## config.mk

```make
export PLATFORM = sky130hd
export DESIGN_NAME = unified_mem_arbiter
export DESIGN_NICKNAME = d
export VERILOG_FILES = /design/src/rtl/unified_mem_arbiter.sv
export SDC_FILE = /design/constraint.sdc
export NUM_CORES = 1
export LEC_CHECK = 0
export CORE_AREA = 10 10 187 189
export DETAILED_ROUTE_END_ITERATION = 10
export DIE_AREA = 0 0 197 199
export PLACE_DENSITY = 0.68
export SLEW_MARGIN = 20
export SYNTH_ARGS = -nofsm -noshare
export SYNTH_HDL_FRONTEND = slang
export SYNTH_SLANG_ARGS = --single-unit
export TNS_END_PERCENT = 30
```

## constraint.sdc

```tcl
create_clock -name clk_i -period 2.5 [get_ports clk_i]
set_input_delay 0.5 -clock clk_i [delete_from_list [all_inputs] [get_ports clk_i]]
set_output_delay 0.5 -clock clk_i [all_outputs]
set_load 0.05 [all_outputs]
```

## src/rtl/unified_mem_arbiter.sv

```systemverilog
`timescale 1ns/1ps
// Shares one single-ported fixed-latency memory between the fetch and data ports.
// Define ARB_PERF_CNT_EN to add saturating per-port stall-cycle counters.
module unified_mem_arbiter #(
  parameter int unsigned ADDR_W     = 64,
  parameter int unsigned DATA_W     = 64,
  parameter int unsigned LAT        = 2,
  parameter int unsigned STARVE_MAX = 4
) (
  input  logic              clk_i,
  input  logic              rst_ni,
  input  logic              if_req_i,
  input  logic [ADDR_W-1:0] if_addr_i,
  output logic [31:0]       if_rdata_o,
  output logic              if_valid_o,
  output logic              if_stall_o,
  input  logic              d_req_i,
  input  logic              d_we_i,
  input  logic [ADDR_W-1:0] d_addr_i,
  input  logic [DATA_W-1:0] d_wdata_i,
  input  logic [3:0]        d_xfer_size_i,
  output logic [DATA_W-1:0] d_rdata_o,
  output logic              d_valid_o,
  output logic              d_stall_o,
`ifdef ARB_PERF_CNT_EN
  output logic [31:0]       if_stall_cycles_o,
  output logic [31:0]       d_stall_cycles_o,
`endif
  output logic              mem_en_o,
  output logic              mem_we_o,
  output logic [ADDR_W-1:0] mem_addr_o,
  output logic [DATA_W-1:0] mem_wdata_o,
  output logic [3:0]        mem_xfer_size_o,
  input  logic [DATA_W-1:0] mem_rdata_i
);

  localparam int unsigned CNT_W    = 4;
  localparam int unsigned STARVE_W = $clog2(STARVE_MAX + 1);
  localparam logic [CNT_W-1:0]    LAST_CNT   = CNT_W'(LAT - 1);
  localparam logic [STARVE_W-1:0] STARVE_LIM = STARVE_W'(STARVE_MAX);

  typedef enum logic [1:0] {S_IDLE, S_D_ACC, S_I_ACC} state_e;

  typedef struct packed {
    logic              we;
    logic [ADDR_W-1:0] addr;
    logic [DATA_W-1:0] wdata;
    logic [3:0]        size;
  } mem_cmd_t;

  state_e              state_q, state_d;
  logic [CNT_W-1:0]    cnt_q, cnt_d;
  logic [STARVE_W-1:0] starve_q, starve_d;
  logic                mem_en_q, mem_en_d;
  mem_cmd_t            cmd_q, cmd_d;
  logic [31:0]         if_rdata_q, if_rdata_d;
  logic [DATA_W-1:0]   d_rdata_q, d_rdata_d;
  logic                if_valid_q, if_valid_d;
  logic                d_valid_q, d_valid_d;

  // A port completing this cycle cannot be re-granted on the same request.
  logic d_req_m, if_req_m, starve_hit;
  assign d_req_m    = d_req_i & ~d_valid_q;
  assign if_req_m   = if_req_i & ~if_valid_q;
  assign starve_hit = (starve_q == STARVE_LIM);

  always_ff @(posedge clk_i or negedge rst_ni) begin
    if (!rst_ni) begin
      state_q    <= S_IDLE;
      cnt_q      <= '0;
      starve_q   <= '0;
      mem_en_q   <= 1'b0;
      cmd_q      <= '0;
      if_rdata_q <= '0;
      d_rdata_q  <= '0;
      if_valid_q <= 1'b0;
      d_valid_q  <= 1'b0;
    end else begin
      state_q    <= state_d;
      cnt_q      <= cnt_d;
      starve_q   <= starve_d;
      mem_en_q   <= mem_en_d;
      cmd_q      <= cmd_d;
      if_rdata_q <= if_rdata_d;
      d_rdata_q  <= d_rdata_d;
      if_valid_q <= if_valid_d;
      d_valid_q  <= d_valid_d;
    end
  end

  always_comb begin
    state_d    = state_q;
    cnt_d      = cnt_q;
    starve_d   = starve_q;
    mem_en_d   = mem_en_q;
    cmd_d      = cmd_q;
    if_rdata_d = if_rdata_q;
    d_rdata_d  = d_rdata_q;
    if_valid_d = 1'b0;
    d_valid_d  = 1'b0;
    case (state_q)
      S_IDLE: begin
        if (d_req_m && !(if_req_m && starve_hit)) begin
          state_d  = S_D_ACC;
          cnt_d    = '0;
          mem_en_d = 1'b1;
          cmd_d    = '{we: d_we_i, addr: d_addr_i, wdata: d_wdata_i, size: d_xfer_size_i};
          if (if_req_m) starve_d = starve_hit ? starve_q : starve_q + STARVE_W'(1);
          else          starve_d = '0;
        end else if (if_req_m) begin
          state_d  = S_I_ACC;
          cnt_d    = '0;
          mem_en_d = 1'b1;
          cmd_d    = '{we: 1'b0, addr: if_addr_i, wdata: '0, size: 4'd0};
          starve_d = '0;
        end
      end
      S_D_ACC, S_I_ACC: begin
        cnt_d = cnt_q + CNT_W'(1);
        if (cnt_q == LAST_CNT) begin
          state_d  = S_IDLE;
          cnt_d    = '0;
          mem_en_d = 1'b0;
          if (state_q == S_D_ACC) begin
            d_valid_d = 1'b1;
            if (!cmd_q.we) d_rdata_d = mem_rdata_i;
          end else begin
            if_valid_d = 1'b1;
            if_rdata_d = mem_rdata_i[31:0];
          end
        end
      end
      default: state_d = S_IDLE;
    endcase
  end

  assign if_rdata_o      = if_rdata_q;
  assign if_valid_o      = if_valid_q;
  assign d_rdata_o       = d_rdata_q;
  assign d_valid_o       = d_valid_q;
  assign mem_en_o        = mem_en_q;
  assign mem_we_o        = cmd_q.we;
  assign mem_addr_o      = cmd_q.addr;
  assign mem_wdata_o     = cmd_q.wdata;
  assign mem_xfer_size_o = cmd_q.size;

  // Stalls are forced low while reset is held so every output reads 0 in reset.
  assign if_stall_o = rst_ni & if_req_i & ~if_valid_q;
  assign d_stall_o  = rst_ni & d_req_i & ~d_valid_q;

`ifdef ARB_PERF_CNT_EN
  logic [31:0] if_stall_cnt_q, d_stall_cnt_q;

  always_ff @(posedge clk_i or negedge rst_ni) begin
    if (!rst_ni) begin
      if_stall_cnt_q <= '0;
      d_stall_cnt_q  <= '0;
    end else begin
      if (if_stall_o && !(&if_stall_cnt_q)) if_stall_cnt_q <= if_stall_cnt_q + 32'd1;
      if (d_stall_o && !(&d_stall_cnt_q))   d_stall_cnt_q  <= d_stall_cnt_q + 32'd1;
    end
  end

  assign if_stall_cycles_o = if_stall_cnt_q;
  assign d_stall_cycles_o  = d_stall_cnt_q;
`endif

endmodule

```

==> Word-level counts from Yosys, hierarchy flattened <==
Index checks and enable logic that the tools add are counted.
{ "classes": {"addsub": 2, "eq_ne": 7, "n_mux": 24, "bitwise": 10, "reduce_logical": 14} }
{ "op_table": {"columns": ["cell", "count"], "rows": [
  ["2-to-1 mux 133 bit", 2],
  ["2-to-1 mux 3 bit", 4],
  ["2-to-1 mux 4 bit", 3],
  ["2-to-1 mux 1 bit", 9],
  ["AND reduction 3 bit", 3],
  ["one-hot mux 4 bit (2 select lines)", 1],
  ["AND 1 bit", 6],
  ["2-to-1 mux 2 bit", 3],
  ["!= test 3 bit, second input constant", 2],
  ["AND reduction 2 bit", 3],
  ["adder 4 x 1 -> 4 bit, second input constant", 1],
  ["== test 4 x 1 -> 1 bit, second input constant", 1],
  ["inverter 1 bit", 4],
  ["one-hot mux 2 bit (2 select lines)", 1],
  ["AND reduction 4 bit", 1],
  ["nonzero test 2 bit", 2],
  ["adder 3 x 1 -> 3 bit, second input constant", 1],
  ["== test 3 bit, second input constant", 1],
  ["== test 2 x 1 -> 1 bit, second input constant", 1],
  ["== test 2 bit, second input constant", 1],
  ["logical AND 1 bit", 2],
  ["zero test 2 bit", 1],
  ["!= test 2 bit, second input constant", 1],
  ["one-hot mux 1 bit (2 select lines)", 1],
  ["other kinds (2)", 2]
]} }
{ "word_totals": {"regBits": 241, "inputBits": 265, "out_inout_bits": 234, "word_cells": 69} }

==> Logic depth before layout (Yosys ltp) <==
Gate-level depths: netlist of the first run.
{ "depth": {"ltp_word": 7, "depth_mapped": 8, "depth_no_buf": 6} }

==> Least setup slack after synthesis of the first run <==
OpenSTA, ideal clock, no wires.
{ "synth_timing": {"kind": "register to output", "from": "reg d_valid_q (netlist: d_valid_o)", "to": "out d_stall_o", "t_arrival_ns": 1.453, "t_required_ns": 2.000, "slack_ns": 0.547, "path_stages_with_launch": 3, "cell_sequence": "dfrtp_1 > nand2b_4 > nor2_1"} }
{ "synth_between": {"elab_chain_cells": 2} }
{ "synth_lines": {"columns": ["element", "line", "text"], "rows": [
  ["start: declaration", "59", "logic d_valid_q, d_valid_d;"],
  ["start signal: assignment", "87", "d_valid_q <= d_valid_d;"],
  ["inverter 1 bit", "149", "assign d_stall_o = rst_ni & d_req_i & ~d_valid_q;"],
  ["AND 1 bit", "149", null],
  ["end: declaration", "24", "output logic d_stall_o,"]
]} }
Every way passes these cells.

==> Worst setup path in the final report of the first run <==
{ "layout_timing": {"from": "reg cmd_q, in the netlist mem_we_o", "to": "out mem_we_o"} }
{ "layout_lines": {"columns": ["element", "line", "text"], "rows": [
  ["start: declaration", "55", "mem_cmd_t cmd_q, cmd_d;"],
  ["start signal: assignment", "83", "cmd_q <= cmd_d;"],
  ["end: declaration", "30", "output logic mem_we_o,"]
]} }
No word-level cell between the ends.

==> flow_metrics.tcl, run 1 <==
set metrics [dict create \
    crit_buf_inv 1 \
    cts_buffers 28 \
    cts_num_sinks 241 \
    endpoint_kind "output port" \
    layout_commonest_cell "clkdlybuf4s50_1" \
    yosysWarnings 0 \
    synth.cell_area_mm2 0.00974 \
    max_cap_violations 0 \
    setup_violations 0 \
    powerDensity_mw_per_mm2 1670 \
    cp_slowest_cell "clkdlybuf4s50_1" \
    arrival_ns 1.78 \
    leakage_uw 0.00704 \
    overflow 0 \
    yosysTopAreaCellShare 0.619 \
    hold-worst-slack_ns -0.0101 \
    syn_inst 647 \
    criticalPathCategory "flip-flop to output port" \
    vias 7678 \
    firstDrtPassIters 6 \
    nets 1409 \
    r2r_slack_ns 0.41 \
    drt-initial-drc-count 451 \
    grt_use_met2 0.301 \
    wirelength_um 36400 \
    violations "negative hold slack" \
    die_area_mm2 0.0392 \
    cts_setup_buffers 0 \
    rsz0062_at_grt "no" \
    die_w_um 197 \
    ant_nets 0 \
    grt_use_met1 0.204 \
    pin_count 499 \
    r2r_end "d_rdata_o[1]$_DFFE_PN0P_" \
    cp_top_family "buffers and inverters" \
    synthesis.nets 918 \
    seq_area_frac_synth 0.619 \
    placementRows 65 \
    yosysUniqueCellTypes 35 \
    final.setup_skew_ns 0.0186 \
    area_delta_synth_final_pct 66.1 \
    cp_slowest_stage_delay_ns 0.85 \
    core-area_mm2 0.0312 \
    drc 0 \
    vias_per_cell 4.92 \
    synthFlopType "dfrtp_1" \
    timing.setup.tns_ns 0 \
    grt_usage 0.175 \
    timing.fmax_ghz 0.438 \
    yosysTopAreaCell "dfrtp_1" \
    htree_num_levels 1 \
    crit_fanout 3 \
    grt_max_degree 123 \
    final_hold_viol_count 2 \
    hp-class "primary input to asynchronous set/reset pin" \
    start_kind "flip-flop" \
    clock_latency_ns 0.55 \
    grt_pass1_vias 8293 \
    synth_edf_count 0 \
    rr_worst_depth 7 \
    cts_tree "yes" \
    fin_crit_sh 0.913 \
    path_cells "clkdlybuf4s50_1" \
    cts_resized 0 \
    port_buffers 498 \
    dpl.hpwl_um 27100 \
    final_layout_size_suffix_gt1_frac 0.149 \
    wire_per_inst_um 23.3 \
    synthArstFlopShare 1.00 \
    avgSynthCellArea_um2 15.1 \
    required_ns 2.00 \
    status "finished, violations left" \
    post-route-util 0.518 \
    final_cell_mix "clkdlybuf4s50_1 (495), dfrtp_1 (241), a22o_1 (69)" \
    r2r_start "cnt_q[1]$_DFFE_PN0P_" \
    hold_buffers 0 \
    cts_root_buf "clkbuf_16" \
    die_height_um 199 \
    irDropWorstVdd_v 0.000780 \
    clk_pin_slew_ns 0.06 \
    drv_slew 0 \
    slew_headroom 0.523 \
    gp_congestion 0.805 \
    synth_seq_cells 241 \
    clock_path_buffers 3 \
    grt_pass1_wl_um 53700 \
    initial_core_util 0.312 \
    worstMarginPinSlew_ns 0.716 \
    synth_area_leaders "dfrtp_1 (62%), mux2_4 (7.7%), a221o_1 (6.6%), a22o_1 (6.2%), mux2_2 (5.3%)" \
    use_met3 0.0586 \
    period_needed_ns 2.28 \
    antenna_found_initial 2 \
    grt-busiest-layer "met2" \
]
==> worst reg2reg max path: cells and delay by family, from the launching register on <==
family                     cells  cell delay, ns
and+or+nand+nor                3            0.71
DFF                            1            0.40
muxes                          1            0.38
buffers and inverters          2            0.36
adders and majority gates      1            0.14
==> state kept, by name, indices dropped and copies added, names as in the netlist <==
name	count
mem_we_o	1
state_q	2
mem_xfer_size_o	4
mem_en_o	1
mem_wdata_o	64
if_rdata_o	32
mem_addr_o	64
starve_q	3
if_valid_o	1
d_rdata_o	64
d_valid_o	1
cnt_q	4
==> report_power, final <==
part / leakage (µW) / internal (µW) / switching, µW
registers: 0.00296 / 5790 / 1080
logic: 0.00357 / 5830 / 9660
clock network: 0.000515 / 2980 / 1700
==> metal layers <==
layer	up-vias	wire length, µm
li1	3446	-
met1	3842	14000
met2	329	18300
met3	59	3270
met4	2	809
met5	-	13
==> synth_stat cells, types with 3 or more instances <==
cell and number:
and3_1 64, buf_6 7, a31oi_1 3, ha_1 6, clkbuf_1 16, mux2_2 46
nor2_1 4, buf_12 5, dfrtp_1 241, a22o_1 69, buf_4 6, mux2_4 50
nand3_1 4, nand2_1 5, a221o_1 64, inv_1 10, buf_2 19
==> how the worst max path moves through the flow <==
| stage | endpoint | slack, ns | cells after the start | from |
|---|---|---|---|---|
| 2_1_floorplan | d_stall_o | 0.55 | 2 | d_valid_o$_DFF_PN0_ |
| 3_3_place_gp | mem_addr_o[9]$_DFFE_PN0P_ | 0.15 | 6 | if_req_i |
| 3_5_place_dp | mem_addr_o[45]$_DFFE_PN0P_ | 0.12 | 6 | if_req_i |
| 4_1_cts | mem_we_o | 0.16 | 1 | mem_we_o$_DFFE_PN0P_ |
| 5_1_grt | mem_we_o | 0.12 | 1 | mem_we_o$_DFFE_PN0P_ |
| 6_report | mem_we_o | 0.22 | 1 | mem_we_o$_DFFE_PN0P_ |
==> logic make-up after synthesis <==
| group | share of synthesized area |
|---|---|
| DFF | 0.619 |
| AOI/OAI and AO/OA | 0.142 |
| muxes | 0.130 |
| and+or+nand+nor | 0.0573 |
| buffers and inverters | 0.0443 |
| adders and majority gates | 0.00770 |
==> final cells by class <==
class	instances	area, µm²
fill	2663	15100
sequential	241	6030
timing repair buffer	515	5240
multi-input combinational	342	3300
clock buffer	34	753
tap	402	503
clock inverter	17	317
inverter	10	37.5
antenna	1	2.50
==> through the flow <==
stage / hold slack (ns) / instance area [µm²] / total power [µW] / setup WS, ns / cells
after floorplan: 0.204 / 9740 / 17000 / 0.547 / 647
after detailed placement: 0.490 / 15100 / 22500 / 0.118 / 1510
final: -0.0101 / 16200 / 27000 / 0.217 / 1562
after CTS: 0.0623 / 16200 / 27300 / 0.162 / 1561
after global placement: 0.487 / 15100 / 22400 / 0.148 / 1510
after global routing: 0.0398 / 16200 / 28200 / 0.124 / 1562
(Power assumes the default switching activity.)
==> run 2, diff against run 1 <==
--- a/constraint.sdc
+++ b/constraint.sdc
@@ -3,2 +3,2 @@
 set_output_delay 0.5 -clock clk_i [all_outputs]
-set_load 0.05 [all_outputs]
+set_load 0.02 [all_outputs]
==> flow_metrics.tcl, run 2 (same netlist as run 1, synthesis figures left out) <==
set metrics [dict create \
    firstDrtPassIters 4 \
    multi_input_area_mm2 0.00330 \
    drt-initial-drc-count 301 \
    vias_per_cell 4.87 \
    htree_num_levels 1 \
    rsz0062_at_grt "no" \
    initial_core_util 0.312 \
    rr_worst_depth 7 \
    hold-worst-slack_ns 0.00791 \
    worstMarginPinSlew_ns 0.815 \
    clock_power_share 0.177 \
    arrival_ns 1.63 \
    combPwrFrac 0.514 \
    slew_headroom 0.456 \
    vias 7593 \
    core-area_mm2 0.0312 \
    final.setup_skew_ns 0.0122 \
    cts_num_sinks 241 \
    powerDensity_mw_per_mm2 1380 \
    fin_cells 1559 \
    criticalPathCategory "flip-flop to output port" \
    wire_per_inst_um 23.0 \
    antenna_found_initial 1 \
    cts_buffers 27 \
    drc 0 \
    place_ws_ns 0.0630 \
    layout_commonest_cell "clkdlybuf4s50_1" \
    endpoint_kind "output port" \
    final_cell_mix "clkdlybuf4s50_1 (495), dfrtp_1 (241), a22o_1 (69)" \
    internal_power_uw 14000 \
    setup_violations 0 \
    p_sw_uw 8120 \
    placementRows 65 \
    seqPwrFrac 0.310 \
    hp-class "primary input to asynchronous set/reset pin" \
    dpl.hpwl_um 26700 \
    cts_setup_buffers 0 \
    crit_buf_inv 1 \
    cp_top_family "buffers and inverters" \
    grt_usage 0.171 \
    gp_congestion 0.821 \
    fill_cells 2685 \
    grt_pass1_wl_um 52400 \
    timing.fmax_ghz 0.469 \
    status "complete, no violations" \
    cp_num_cells 1 \
    irDropWorstVdd_v 0.000713 \
    pin_count 499 \
    grt-busiest-layer "met2" \
    grt_use_met1 0.194 \
    port_buffers 498 \
    area_delta_synth_final_pct 64.0 \
    drv_slew 0 \
    clk_pin_slew_ns 0.06 \
    wirelength_um 35800 \
    period_needed_ns 2.13 \
    grt_pass1_vias 8223 \
    ant_nets 0 \
    final_hold_viol_count 0 \
    start_kind "flip-flop" \
    cp_slowest_stage_delay_ns 0.68 \
    nets 1411 \
    die_height_um 199 \
    die_area_mm2 0.0392 \
    stdcell_area_mm2 0.0160 \
    cts_tree "yes" \
    clock_path_buffers 3 \
    grt_max_degree 129 \
    clock_latency_ns 0.54 \
    insertedDiodeCount 0 \
    dpl_cell_area_mm2 0.0151 \
    layout_setup_ws_ns 0.369 \
    timing.setup.tns_ns 0 \
    required_ns 2.00 \
    max_cap_violations 0 \
    swShare 0.367 \
    fin_crit_sh 0.852 \
    cp_slowest_cell "clkdlybuf4s50_1" \
    seq_area_mm2 0.00603 \
    overflow 0 \
    path_cells "clkdlybuf4s50_1" \
    die_w_um 197 \
    leakage_uw 0.00698 \
    grt_use_met2 0.301 \
    dp.cells 1512 \
    crit_fanout 3 \
    final_layout_size_suffix_gt1_frac 0.144 \
    use_met3 0.0605 \
    cts_root_buf "clkbuf_16" \
]
==> run 2: final cells by class <==
| cell class | instances | area share |
|---|---|---|
| Clock inverter | 9 | 0.00642 |
| Inverter | 10 | 0.00235 |
| Timing Repair Buffer | 518 | 0.328 |
| Clock buffer | 37 | 0.0478 |
| Multi-Input combinational cell | 342 | 0.206 |
| Sequential cell | 241 | 0.377 |
| Tap cell | 402 | 0.0315 |
==> run 2: power groups by stage <==
stage                     clock, µW  sequential (µW)  combinational, µW
after floorplan                   0             8990               3890
after global placement            0             6810              11400
after detailed placement          0             6850              11500
after CTS                      4030             6850              11500
after global routing           4200             7080              12000
final                          3900             6850              11400
==> run 2: per-stage QoR <==
step                utilization  power [µW]
finish                    0.512       22100
global route              0.512       23300
CTS                       0.512       22400
detailed placement        0.483       18400
global placement          0.483       18200
floorplan                     -       12900
==> run 2: final timing paths <==
| kind | start | end | slack [ns] |
|---|---|---|---|
| worst max-delay path | mem_we_o$_DFFE_PN0P_ | mem_we_o | 0.37 |
| worst min-delay path | rst_ni | mem_we_o$_DFFE_PN0P_ | 0.008 |
| worst max register to register | cnt_q[1]$_DFFE_PN0P_ | d_rdata_o[63]$_DFFE_PN0P_ | 0.49 |
| worst min register to register | if_rdata_o[17]$_DFFE_PN0P_ | if_rdata_o[17]$_DFFE_PN0P_ | 0.50 |
| max in group asynchronous | rst_ni | mem_wdata_o[63]$_DFFE_PN0P_ | 1.39 |
| min in group clk_i | if_rdata_o[17]$_DFFE_PN0P_ | if_rdata_o[17]$_DFFE_PN0P_ | 0.50 |
==> run 2: per-layer routing <==
layer / up-vias / wire [µm]
li1: 3440 / -
met3: 50 / 3340
met5: - / 20
met2: 336 / 18400
met1: 3765 / 13400
met4: 2 / 661
==> run 2: repair_timing <==
| action | 4_1_cts | 5_1_grt |
|---|---|---|
| endpoints found under the setup margin | 0 | 1 |
| gates resized for setup | 0 | 1 |
| endpoints found under the hold margin | 16 | 0 |
| hold buffers | 1 | 0 |
